$ cat src/rtl/pixel_acc_pkg.sv
// Shared types and mode encodings for the pixel-wise accelerator.
package pixel_acc_pkg;

   localparam logic [1:0] MODE_COPY   = 2'd0;
   localparam logic [1:0] MODE_INVERT = 2'd1;
   localparam logic [1:0] MODE_THRESH = 2'd2;
   localparam logic [1:0] MODE_RSVD   = 2'd3;

   typedef enum logic [1:0] {
      COPY   = MODE_COPY,
      INVERT = MODE_INVERT,
      THRESH = MODE_THRESH,
      RSVD   = MODE_RSVD
   } mode_t;

   typedef enum logic [1:0] {
      IDLE,
      READ,
      WRITE,
      DONE
   } state_t;

endpackage

$ cat src/rtl/pixel_lane_op.sv
// Combinational single-pixel operator: copy, invert or threshold one lane.
module pixel_lane_op
   import pixel_acc_pkg::*;
#(
   parameter int unsigned PIX_W = 8
) (
   input  logic [PIX_W-1:0] p,
   input  mode_t            mode,
   input  logic [PIX_W-1:0] thresh,
   output logic [PIX_W-1:0] q
);

   always_comb begin
      q = p;
      unique case (mode)
         INVERT:      q = {PIX_W{1'b1}} - p;
         THRESH:      q = (p >= thresh) ? {PIX_W{1'b1}} : {PIX_W{1'b0}};
         COPY, RSVD:  q = p;
         default:     q = p;
      endcase
   end

endmodule

$ cat src/rtl/pixel_op_acc.sv
// Pixel-wise image accelerator: reads N packed words, writes f(word) to OUT_OFFSET+i.
// Optional run cycle counter on port `cycles` when PIXEL_ACC_PERF_EN is defined.
module pixel_op_acc
   import pixel_acc_pkg::*;
#(
   parameter int unsigned IMG_W      = 352,
   parameter int unsigned IMG_H      = 288,
   parameter int unsigned PIX_W      = 8,
   parameter int unsigned DATA_W     = 32,
   parameter int unsigned ADDR_W     = 16,
   parameter int unsigned OUT_OFFSET = IMG_W * IMG_H * PIX_W / DATA_W
) (
   input  logic              clk,
   input  logic              reset,
   input  logic              start,
   input  logic [1:0]        mode,
   input  logic [PIX_W-1:0]  thresh,
   output logic [ADDR_W-1:0] addr,
   input  logic [DATA_W-1:0] dataR,
   output logic [DATA_W-1:0] dataW,
   output logic              en,
   output logic              we,
   output logic              finish
`ifdef PIXEL_ACC_PERF_EN
   ,
   output logic [31:0]       cycles
`endif
);

   localparam int unsigned N     = IMG_W * IMG_H * PIX_W / DATA_W;
   localparam int unsigned L     = DATA_W / PIX_W;
   localparam int unsigned IDX_W = (N > 1) ? $clog2(N) : 1;
   localparam logic [IDX_W-1:0] LAST_IDX = IDX_W'(N - 1);

   if (DATA_W % PIX_W != 0) begin : g_bad_pix_w
      $error("DATA_W must be a multiple of PIX_W");
   end
   if (64'(OUT_OFFSET) + 64'(N) - 64'd1 >= (64'd1 << ADDR_W)) begin : g_bad_offset
      $error("OUT_OFFSET + N - 1 does not fit in ADDR_W bits");
   end

   state_t             state_q, state_d;
   logic [IDX_W-1:0]   idx_q, idx_d;
   mode_t              mode_q;
   logic [PIX_W-1:0]   thresh_q;
   logic [DATA_W-1:0]  op_word;
   logic               start_edge;

   assign start_edge = (state_q == IDLE) && start;

   always_ff @(posedge clk) begin
      if (!reset) begin
         state_q  <= IDLE;
         idx_q    <= '0;
         mode_q   <= COPY;
         thresh_q <= '0;
      end else begin
         state_q <= state_d;
         idx_q   <= idx_d;
         // Operation is frozen for the whole run.
         if (start_edge) begin
            mode_q   <= mode_t'(mode);
            thresh_q <= thresh;
         end
      end
   end

   for (genvar k = 0; k < L; k++) begin : g_lane
      pixel_lane_op #(
         .PIX_W (PIX_W)
      ) u_lane (
         .p      (dataR[k*PIX_W +: PIX_W]),
         .mode   (mode_q),
         .thresh (thresh_q),
         .q      (op_word[k*PIX_W +: PIX_W])
      );
   end

   always_comb begin
      state_d = state_q;
      idx_d   = idx_q;
      addr    = '0;
      dataW   = '0;
      en      = 1'b0;
      we      = 1'b0;
      finish  = 1'b0;
      unique case (state_q)
         IDLE: begin
            if (start) begin
               state_d = READ;
               idx_d   = '0;
            end
         end
         READ: begin
            en      = 1'b1;
            addr    = ADDR_W'(idx_q);
            state_d = WRITE;
         end
         WRITE: begin
            en    = 1'b1;
            we    = 1'b1;
            addr  = ADDR_W'(OUT_OFFSET) + ADDR_W'(idx_q);
            dataW = op_word;
            if (idx_q == LAST_IDX) begin
               state_d = DONE;
            end else begin
               idx_d   = idx_q + IDX_W'(1);
               state_d = READ;
            end
         end
         DONE: begin
            finish = 1'b1;
            if (!start) state_d = IDLE;
         end
         default: state_d = IDLE;
      endcase
   end

`ifdef PIXEL_ACC_PERF_EN
   logic [31:0] cycles_q;

   // Cleared when a run starts, held through DONE/IDLE for readout.
   always_ff @(posedge clk) begin
      if (!reset) begin
         cycles_q <= '0;
      end else if (start_edge) begin
         cycles_q <= '0;
      end else if (state_q == READ || state_q == WRITE) begin
         cycles_q <= cycles_q + 32'd1;
      end
   end

   assign cycles = cycles_q;
`endif

endmodule

$ cat config.mk
export PLATFORM = sky130hd
export DESIGN_NAME = pixel_op_acc
export DESIGN_NICKNAME = d
export VERILOG_FILES = /design/src/rtl/pixel_acc_pkg.sv /design/src/rtl/pixel_lane_op.sv /design/src/rtl/pixel_op_acc.sv
export SDC_FILE = /design/constraint.sdc
export NUM_CORES = 1
export LEC_CHECK = 0
export BUFFER_PORTS_ARGS = -buffer_cell sky130_fd_sc_hd__buf_4
export CAP_MARGIN = 20
export CORE_MARGIN = 4
export CORE_UTILIZATION = 57
export CTS_CLUSTER_SIZE = 8
export DETAILED_ROUTE_END_ITERATION = 8
export GPL_TIMING_DRIVEN = 0
export MAX_ROUTING_LAYER = met4
export PLACE_DENSITY_LB_ADDON = 0.15
export SYNTH_ARGS = -nofsm -noshare
export SYNTH_HDL_FRONTEND = slang
export SYNTH_HIERARCHICAL = 1
export SYNTH_SLANG_ARGS = --single-unit
$ cat constraint.sdc
create_clock -name clk -period 4.3 [get_ports clk]
set_input_delay 0.645 -clock clk [delete_from_list [all_inputs] [get_ports clk]]
set_output_delay 0.645 -clock clk [all_outputs]
set_load 0.02 [all_outputs]
=== After elaboration in Yosys (flattened, before gate mapping) ===
Cells that the tools add are included.
W data, S select, Z words.

* $add $sub $neg: 6
* $lt $le $gt $ge: 4
* Eq/ne operators: 10
* Multiplexer cells: 20
* Reductions and logical operators: 8

{| class="wikitable"
|+ Operators with widths
! kind !! count
|-
| $pmux W8 S3 || 4
|-
| $ge A8 B8 Y1 || 4
|-
| $mux W32 || 1
|-
| $mux W8 || 4
|-
| $pmux W16 S2 || 1
|-
| $sub A8 B8 Y8 const A || 4
|-
| $mux W15 || 2
|-
| $pmux W15 S2 || 1
|-
| $add A15 B15 Y16 const A || 1
|-
| $add A15 B1 Y15 const B || 1
|-
| $eq A15 B15 Y1 const B || 1
|-
| $eq A2 B2 Y1 const B || 4
|-
| $pmux W2 S4 || 1
|-
| $mux W2 || 3
|-
| $ne A2 B2 Y1 const B || 3
|-
| $eq A2 B1 Y1 const B || 2
|-
| $logic_not A2 Y1 || 2
|-
| $reduce_or A2 Y1 || 2
|-
| $mux W1 || 3
|-
| $reduce_and A3 Y1 || 1
|-
| $reduce_and A2 Y1 || 1
|-
| $reduce_bool A2 Y1 || 1
|-
| $logic_and A1 B1 Y1 || 1
|}

* Register bits after elaboration: 27
* Input port bits: 45
* Output and inout bits: 51
* Word-level logic and storage cells: 52

=== Logic depth before layout (Yosys ltp) ===
Gate-level depths: netlist (run 1).

* Depth after elaboration: 4
* Depth in mapped cells: 8
* Gate-level depth less buffers: 7

=== Modules after synthesis ===
The synthesis (run 1) kept the hierarchy.

{| class="wikitable"
|+ Modules (own cells, without submodules)
! module !! instances !! cells each !! area an instance (sq um) !! seq. area each (sq um)
|-
| pixel_op_acc || 1 || 249 || 1919.3 || 540.5
|-
| pixel_lane_op at g_lane[0].u_lane ... || 3 || 55 || 381.6 || 0.0
|-
| pixel_lane_op at g_lane[2].u_lane || 1 || 60 || 376.6 || 0.0
|}

=== Worst setup path before layout (run 1) ===
No wires, ideal clock.

* Path kind: input port to output port
* Start point: in dataR[16]
* End point: out dataW[16]
* Arrival: 2.015 ns
* Data required time: 3.655 ns
* Path slack: 1.640 ns
* Stages on the path: 8
* Path buffers: 1
* Cells stage by stage: inv_1 ha_1 nand2b_1 a2111oi_0 or4_1 buf_6 nand3_1 and2_1

* Word-level cells in the longest chain between the ends: 4
* Elaborated cells on any way between the ends: 5
* Classes of those cells: add/sub (1); order compare (1); mux (3)

{| class="wikitable"
|+ Ends and longest elaborated chain
! element !! RTL line !! RTL
|-
| start, declared || pixel_op_acc.sv:19 || <nowiki>input logic [DATA_W-1:0] dataR,</nowiki>
|-
| $ge A8 B8 Y1 || pixel_lane_op.sv:17 || <nowiki>THRESH: q = (p >= thresh) ? {PIX_W{1'b1}} : {PIX_W{1'b0}};</nowiki>
|-
| $mux W8 || pixel_lane_op.sv:17 ||
|-
| $pmux W8 S3 * || pixel_lane_op.sv:15 || <nowiki>unique case (mode)</nowiki>
|-
| net op_word[16] || pixel_op_acc.sv:46 || <nowiki>logic [DATA_W-1:0] op_word;</nowiki>
|-
| $mux W32 * || pixel_op_acc.sv:87 || <nowiki>unique case (state_q)</nowiki>
|-
| end, declared || pixel_op_acc.sv:20 || <nowiki>output logic [DATA_W-1:0] dataW,</nowiki>
|}

Mark *: on every way through the listed nets, which the timed path passes. The rest lies on a longest branch.

=== Worst setup path in the final report (run 1) ===
* Start point: reg state_q[0]
* End point: out addr[15]

* Word-level cells in the longest chain between the ends: 2
* Elaborated cells on any way between the ends: 3
* Classes of those cells: eq/ne (2); mux (1)

{| class="wikitable"
|+ Ends and longest elaborated chain
! element !! RTL line !! RTL
|-
| start, declared || pixel_op_acc.sv:42 || <nowiki>state_t state_q, state_d;</nowiki>
|-
| start signal, assigned || pixel_op_acc.sv:58 || <nowiki>state_q <= state_d;</nowiki>
|-
| $eq A2 B2 Y1 / $eq A2 B1 Y1 (equally long branches) || pixel_op_acc.sv:87 ||
|-
| $pmux W16 S2 * || pixel_op_acc.sv:87 ||
|-
| end, declared || pixel_op_acc.sv:18 || <nowiki>output logic [ADDR_W-1:0] addr,</nowiki>
|}

Mark *: on every way between the ends. The rest lies on a longest branch, timed or not.

==> results of run 1 <==
[flip-flops by register name, indices dropped and copies added, names as in the netlist]
signal / flops
mode_q: 2
thresh_q: 8
idx_q: 15
state_q: 2
[cells in the mapped netlist, drive strengths merged, types with 5 or more instances]
cell type	n
or4	5
and2	43
nand2	99
clkbuf	15
or3	5
a21oi	19
nor3	6
o21a	7
o221a	7
dfxtp	27
o21ai	44
nor2	9
inv	49
nand3	16
nand2b	9
ha	48
[worst max path at each step]
stage,from,to,slack (ps),cells past startpoint
5_1_grt,state_q[0]$_SDFFE_PN0P_,addr[15],900,7
2_1_floorplan,dataR[16],dataW[16],1640,8
4_1_cts,state_q[0]$_SDFFE_PN0P_,addr[15],1080,7
3_5_place_dp,dataR[30],dataW[26],1300,8
6_report,state_q[0]$_SDFFE_PN0P_,addr[15],1060,7
3_3_place_gp,dataR[30],dataW[29],1370,8
[metrics by stage]
stage	std cells	util [%]	worst slack, ps
2_1_floorplan	474	-	1640
3_3_place_gp	644	72.2	1370
3_5_place_dp	644	72.2	1300
4_1_cts	648	73.0	1080
5_1_grt	648	73.0	897
6_report	648	73.0	1060
[critical path, delay by kind of cell (launching register included)]
family | cells | cell delay (ps)
flops | 1 | 370
fa+ha+maj | 1 | 170
buf+inv | 5 | 1540
compound gates | 1 | 220
[area by class of cell]
| type | instances | area (sq um) |
|---|---|---|
| multi-input cells | 377 | 2610 |
| fillers | 521 | 1590 |
| repair buffers | 95 | 713 |
| flip-flops and latches | 27 | 541 |
| inverters | 51 | 191 |
| plain buffers | 19 | 101 |
| well taps | 75 | 93.8 |
| clock buffers | 3 | 41.3 |
| clock inverters | 1 | 8.76 |
[logic make-up after synthesis]
group,share of synthesized area [%]
muxes,0.291
AOI/OAI and AO/OA,24.4
adders and majority gates,17.5
buffers and inverters,8.51
DFF,15.7
and+or+nand+nor,33.6
[power groups by stage]
stage          clock network [W]  logic [W]  registers [W]
3_5_place_dp                   0   0.000765       0.000309
4_1_cts                 0.000157   0.000768       0.000304
2_1_floorplan                  0   0.000529       0.000295
5_1_grt                 0.000164   0.000860       0.000306
6_report                0.000154   0.000770       0.000303
3_3_place_gp                   0   0.000734       0.000309
[routing by layer]
layer  GRT usage, %  up-vias
li1               -     1848
met5              -        -
met4           6.62        0
met3           2.59       18
met1           28.6     1668
met2           47.7      105
==> impl_metrics.toml, run 1 <==
[run_status]
status = "finished, final reports clean"

[floorplan]
fp.dieH_um = 85.7
rows = 28
num_io_pins = 96
dieArea_sq_um = 7340
initial_core_util_pct = 58.5
die_w_um = 85.7
fp.coreArea_sq_um = 5890

[route]
ant_nets = 0
post_drt_wl_per_cell_um = 14.2
drt_first_pass_iters = 5
met2_length_mm = 4.80
totalWireLength_mm = 9.23
met3_length_um = 478
drtIter0Drc = 170
top_layer_used = "met4"
dr_total_vias = 3639
remaining_drc_errors = 0
wl_met1_mm = 3.76
via_per_inst = 5.62

[synth]
ys_seq_elements = 27
synth_area_leaders = "ha_1 (17%), dfxtp_1 (16%), nand2_1 (11%)"
ys.flop_type = "dfxtp_1"
synth_top_area_share_pct = 17.5
synth_edf_count = 0
postSynthAreaPerCell_sq_um = 7.26
yosysTopAreaCell = "ha_1"
synthesis.area_sq_um = 3440
async_reset_ff_share_pct = 0
yosysUniqueCellTypes = 57
synth-seq-area-share_pct = 15.7
synthCells = 474
ys.warnings.count = 6
synth.net_count = 567

[critical_path]
crit_required_ps = 3650
r2r_setup_slack_ps = 2010
cp_cell_sequence = "inv_1 -> ha_1 -> clkbuf_1 -> clkbuf_1 -> clkbuf_1 -> o311a_1 -> buf_4"
timing.reg2reg.worst_path_depth = 7
critPathMaxStageDelay_ps = 590
crit_path_frequent_cell = "clkbuf_1"
startpoint_type = "flip-flop"
critical_path_arrival_ps = 2590
cp_slowest_cell = "clkbuf_1"
r2r-start = "state_q[0]$_SDFFE_PN0P_"
rr_endpoint = "idx_q[5]$_SDFFE_PN0P_"
path_class = "flip-flop to output port"
cp_max_fo = 10
end_kind = "output port"

[clocking]
cts_root_buf = "clkbuf_8"
path_clk_slew_ps = 100
cts_tree = "yes"
post_cts_buffers = 0
cts_buffer_depth = 2
cts_htree_levels = 1
clock_latency_ps = 280
cts_sinks = 27
cts_buffers = 3
cts.repair.resized = 0
hold_buffers = 0

[power]
p_int_w = 0.000657
switchingPower_w = 0.000569
irDropWorstVdd_mv = 0.178
switching_share_pct = 46.4
seqPwrFrac_pct = 24.7
p_leak_nw = 1.92
clockPowerShare_pct = 12.5
p_comb_share_pct = 62.8
power_w = 0.00123
p_per_area_nw_per_um2 = 285

[placed_design]
portBuffers = 95
placed_cell_area_sq_um = 4250
dp_hpwl_mm = 7.41
gp_routability_congestion = 0.875

[timing]
max_freq_mhz = 309
final.period_utilization_pct = 75.3
slew-limit-headroom_pct = 44.1
slew_viol_final = 0
worstMarginPinSlew_ps = 833
fin_hold_ws_ps = 533
finalSetupViolations = 0
finalSetupTns_ps = 0
skew_ps = 11.9
hold_viol = 0
grt_setup_unrepaired = "false"
fin_crit_ps = 3240

[job]
cap_violations = 0

[cells_and_area]
final_common_cell = "nand2_1"
num-nets-final = 667
n_antenna_cell = 0
drive_above_1_share_pct = 23.0
stdcell_area_sq_um = 4300
most-common-layout-cells = "nand2_1 (98), buf_4 (95), inv_1 (49), ha_1 (48), and2_1 (43)"
synthToLayoutAreaGrowth_pct = 24.9

[min_path]
min_delay_path_depth = 2
hold_end = "idx_q[7]$_SDFFE_PN0P_"
hold_class = "flip-flop to flip-flop"
hold_start = "idx_q[7]$_SDFFE_PN0P_"

[global_route]
grt_pass1_wl_mm = 15.2
grt_pass1_vias = 3418
gr-total-overflow = 0
track_usage_pct = 25.5
antenna_found_initial = 0
grt_max_degree = 18
(Power assumes the default switching activity.)
==> inputs of run 2 (changes only) <==
Settings changed: ABC_AREA from default to 1, CORE_UTILIZATION 57 to 55.
Clock period 4.3 ns to 3.1 ns, I/O delays scaled along.
==> run 2 against run 1 <==
Net effect:
- first-iteration DRC count is 56% higher
- synthesized cell count is 35% higher
- total power is 60% higher
- wire length up 9.7%
- sequential share of layout area fell by 0.77 points
- clock power grew 41%
- via count is 17% higher
- clock-buffer cell count did not move
- core utilization down 2.2 points
- critical endpoint is now dataW[13]
- largest cell class unchanged
- highest routed layer unchanged
==> impl_metrics.toml, run 2 <==
[critical_path]
startpoint_type = "flip-flop"
path_class = "flip-flop to output port"
end_kind = "output port"
crit_required_ps = 2630
rr_endpoint = "idx_q[11]$_SDFFE_PN0P_"
r2r_setup_slack_ps = 1100
timing.reg2reg.worst_path_depth = 10
cp-endpoint = "dataW[13]"
cp_max_fo = 9
r2r-start = "state_q[0]$_SDFFE_PN0P_"
crit_start = "mode_q[0]$_SDFFE_PN0P_"
critical_path_arrival_ps = 2120

[floorplan]
fp.coreArea_sq_um = 6460
num_io_pins = 96
rows = 29
die_w_um = 90.2
dieArea_sq_um = 8140
initial_core_util_pct = 57.6
fp.dieH_um = 90.2

[power]
p_leak_nw = 2.70
seqPwrFrac_pct = 22.5
p_per_area_nw_per_um2 = 430
switching_share_pct = 50.5
clockPowerShare_pct = 11.0
power_w = 0.00197
p_int_w = 0.000973
irDropWorstVdd_mv = 0.507
p_comb_share_pct = 66.5
switchingPower_w = 0.000994

[placed_design]
portBuffers = 95
gp_routability_congestion = 0.887
dp_hpwl_mm = 8.16

[timing]
slew-limit-headroom_pct = 67.2
final.period_utilization_pct = 83.5
finalSetupViolations = 0
hold_viol = 0
worstMarginPinSlew_ps = 490
max_freq_mhz = 386
grt_setup_unrepaired = "false"
finalSetupTns_ps = 0
slew_viol_final = 0
skew_ps = 6.83
fin_crit_ps = 2590

[route]
via_per_inst = 5.19
dr_total_vias = 4249
drtIter0Drc = 265
totalWireLength_mm = 10.1
ant_nets = 0
post_drt_wl_per_cell_um = 12.4
drt_first_pass_iters = 5
remaining_drc_errors = 0

[clocking]
clock_latency_ps = 290
cts_root_buf = "clkbuf_8"
path_clk_slew_ps = 100
cts_buffers = 3
cts.repair.resized = 0
post_cts_buffers = 0
cts_tree = "yes"
cts_htree_levels = 1
cts_buffer_depth = 2
hold_buffers = 0
cts_sinks = 27

[job]
cap_violations = 0

[synth]
yosysUniqueCellTypes = 35
async_reset_ff_share_pct = 0
yosysMostFrequentCell = "nand2_1"
ys_seq_elements = 27
synth.net_count = 735
ys.warnings.count = 6
postSynthAreaPerCell_sq_um = 5.79
synth-seq-area-share_pct = 14.5
synth_common_cells = "nand2_1 (168), inv_1 (139), a21oi_1 (75)"
synth_area_leaders = "nand2_1 (17%), ha_1 (16%), dfxtp_1 (15%)"
synth_edf_count = 0
ys.flop_type = "dfxtp_1"
synthCells = 642
synth_top_area_share_pct = 17.0
synthesis.area_sq_um = 3720
yosysTopAreaCell = "nand2_1"

[cells_and_area]
reg_top3 = "idx_q: 15 flops, thresh_q: 8 flops"
top_register = "idx_q"
drive_above_1_share_pct = 19.3
n_antenna_cell = 0
num-nets-final = 835
fill_cells = 629
largest_reg_flops = 15
most-common-layout-cells = "nand2_1 (168), inv_1 (139), buf_4 (99), a21oi_1 (75), nor2_1 (59)"
synthToLayoutAreaGrowth_pct = 23.1
final_common_cell = "nand2_1"

[global_route]
gr-total-overflow = 0
antenna_found_initial = 0
grt_pass1_wl_mm = 17.2
grt_max_degree = 17
track_usage_pct = 25.2
grt_pass1_vias = 3824

[min_path]
hold_class = "input pin to flip-flop"

[run_status]
status = "finished, final reports clean"
[run 2: changes by cell type after synthesis, moves of 7 or more]
cell	before	now
clkbuf_1	15	8
o21ai_1	9	2
o21a_1	7	0
buf_1	0	7
a21oi_2	0	8
a21oi_1	19	75
inv_1	49	139
and2_1	43	0
nand2_1	98	168
o21ai_0	35	21
nor2_1	9	59
[run 2: logic make-up (layout without fill, tap and decap cells)]
kind of cell	Yosys count	after routing	synth area share (%)
adder cells (fa/ha/maj)	48	48	16.2
AND/OR/NAND/NOR	279	279	33.4
buffers and inverters	165	264	17.3
AO/OA/AOI/OAI	119	119	17.7
flip-flops	27	27	14.5
XOR/XNOR	4	4	0.942
[run 2: worst min path at each step]
stage                                  from                       end  depth (start not counted)
global placement    state_q[0]$_SDFFE_PN0P_   state_q[0]$_SDFFE_PN0P_                          2
global route                      thresh[2]  thresh_q[2]$_SDFFE_PN0P_                          3
CTS                               thresh[6]  thresh_q[6]$_SDFFE_PN0P_                          3
floorplan             idx_q[1]$_SDFFE_PN0P_     idx_q[1]$_SDFFE_PN0P_                          2
finish                            thresh[6]  thresh_q[6]$_SDFFE_PN0P_                          3
detailed placement    idx_q[0]$_SDFFE_PN0P_     idx_q[0]$_SDFFE_PN0P_                          2
[run 2: metrics by stage]
stage | worst slack, ps | utilization (%) | area (sq um) | instances | hold slack [ps]
CTS | 497 | 70.9 | 4580 | 818 | 432
floorplan | 856 | - | 3720 | 642 | 467
finish | 512 | 70.9 | 4580 | 818 | 431
detailed placement | 820 | 70.1 | 4530 | 814 | 511
global route | 340 | 70.9 | 4580 | 818 | 450
global placement | 844 | 70.1 | 4530 | 814 | 500
[run 2: area by class of cell]
class | instances | area, sq um | area share (%)
Buffer | 22 | 101 | 2.21
Clock buffer | 3 | 41.3 | 0.902
Clock inverter | 1 | 7.51 | 0.164
Inverter | 143 | 542 | 11.8
Multi-Input combinational cell | 450 | 2530 | 55.4
Sequential cell | 27 | 541 | 11.8
Tap cell | 77 | 96.3 | 2.10
Timing Repair Buffer | 95 | 713 | 15.6
[run 2: power groups by stage]
stage               sequential [W]  combinational, W  clock [W]
floorplan                 0.000424          0.000944          0
global placement          0.000448           0.00125          0
detailed placement        0.000450           0.00130          0
CTS                       0.000442           0.00131   0.000218
global route              0.000449           0.00148   0.000231
finish                    0.000442           0.00131   0.000217
[run 2: critical path, cell delays in order (launching register included)]
cell and delay (ps):
dfxtp_1 560, inv_1 90, ha_1 300, buf_1 300
a21oi_1 130, a21oi_1 170, nand2_1 70, inv_1 80
buf_4 130
[run 2: per-layer routing]
layer	routed length (um)	up-vias	global-route usage, %
li1	-	2186	-
met1	4480	1914	31.0
met2	4930	134	43.9
met3	583	15	3.17
met4	129	0	5.74
met5	0	-	-
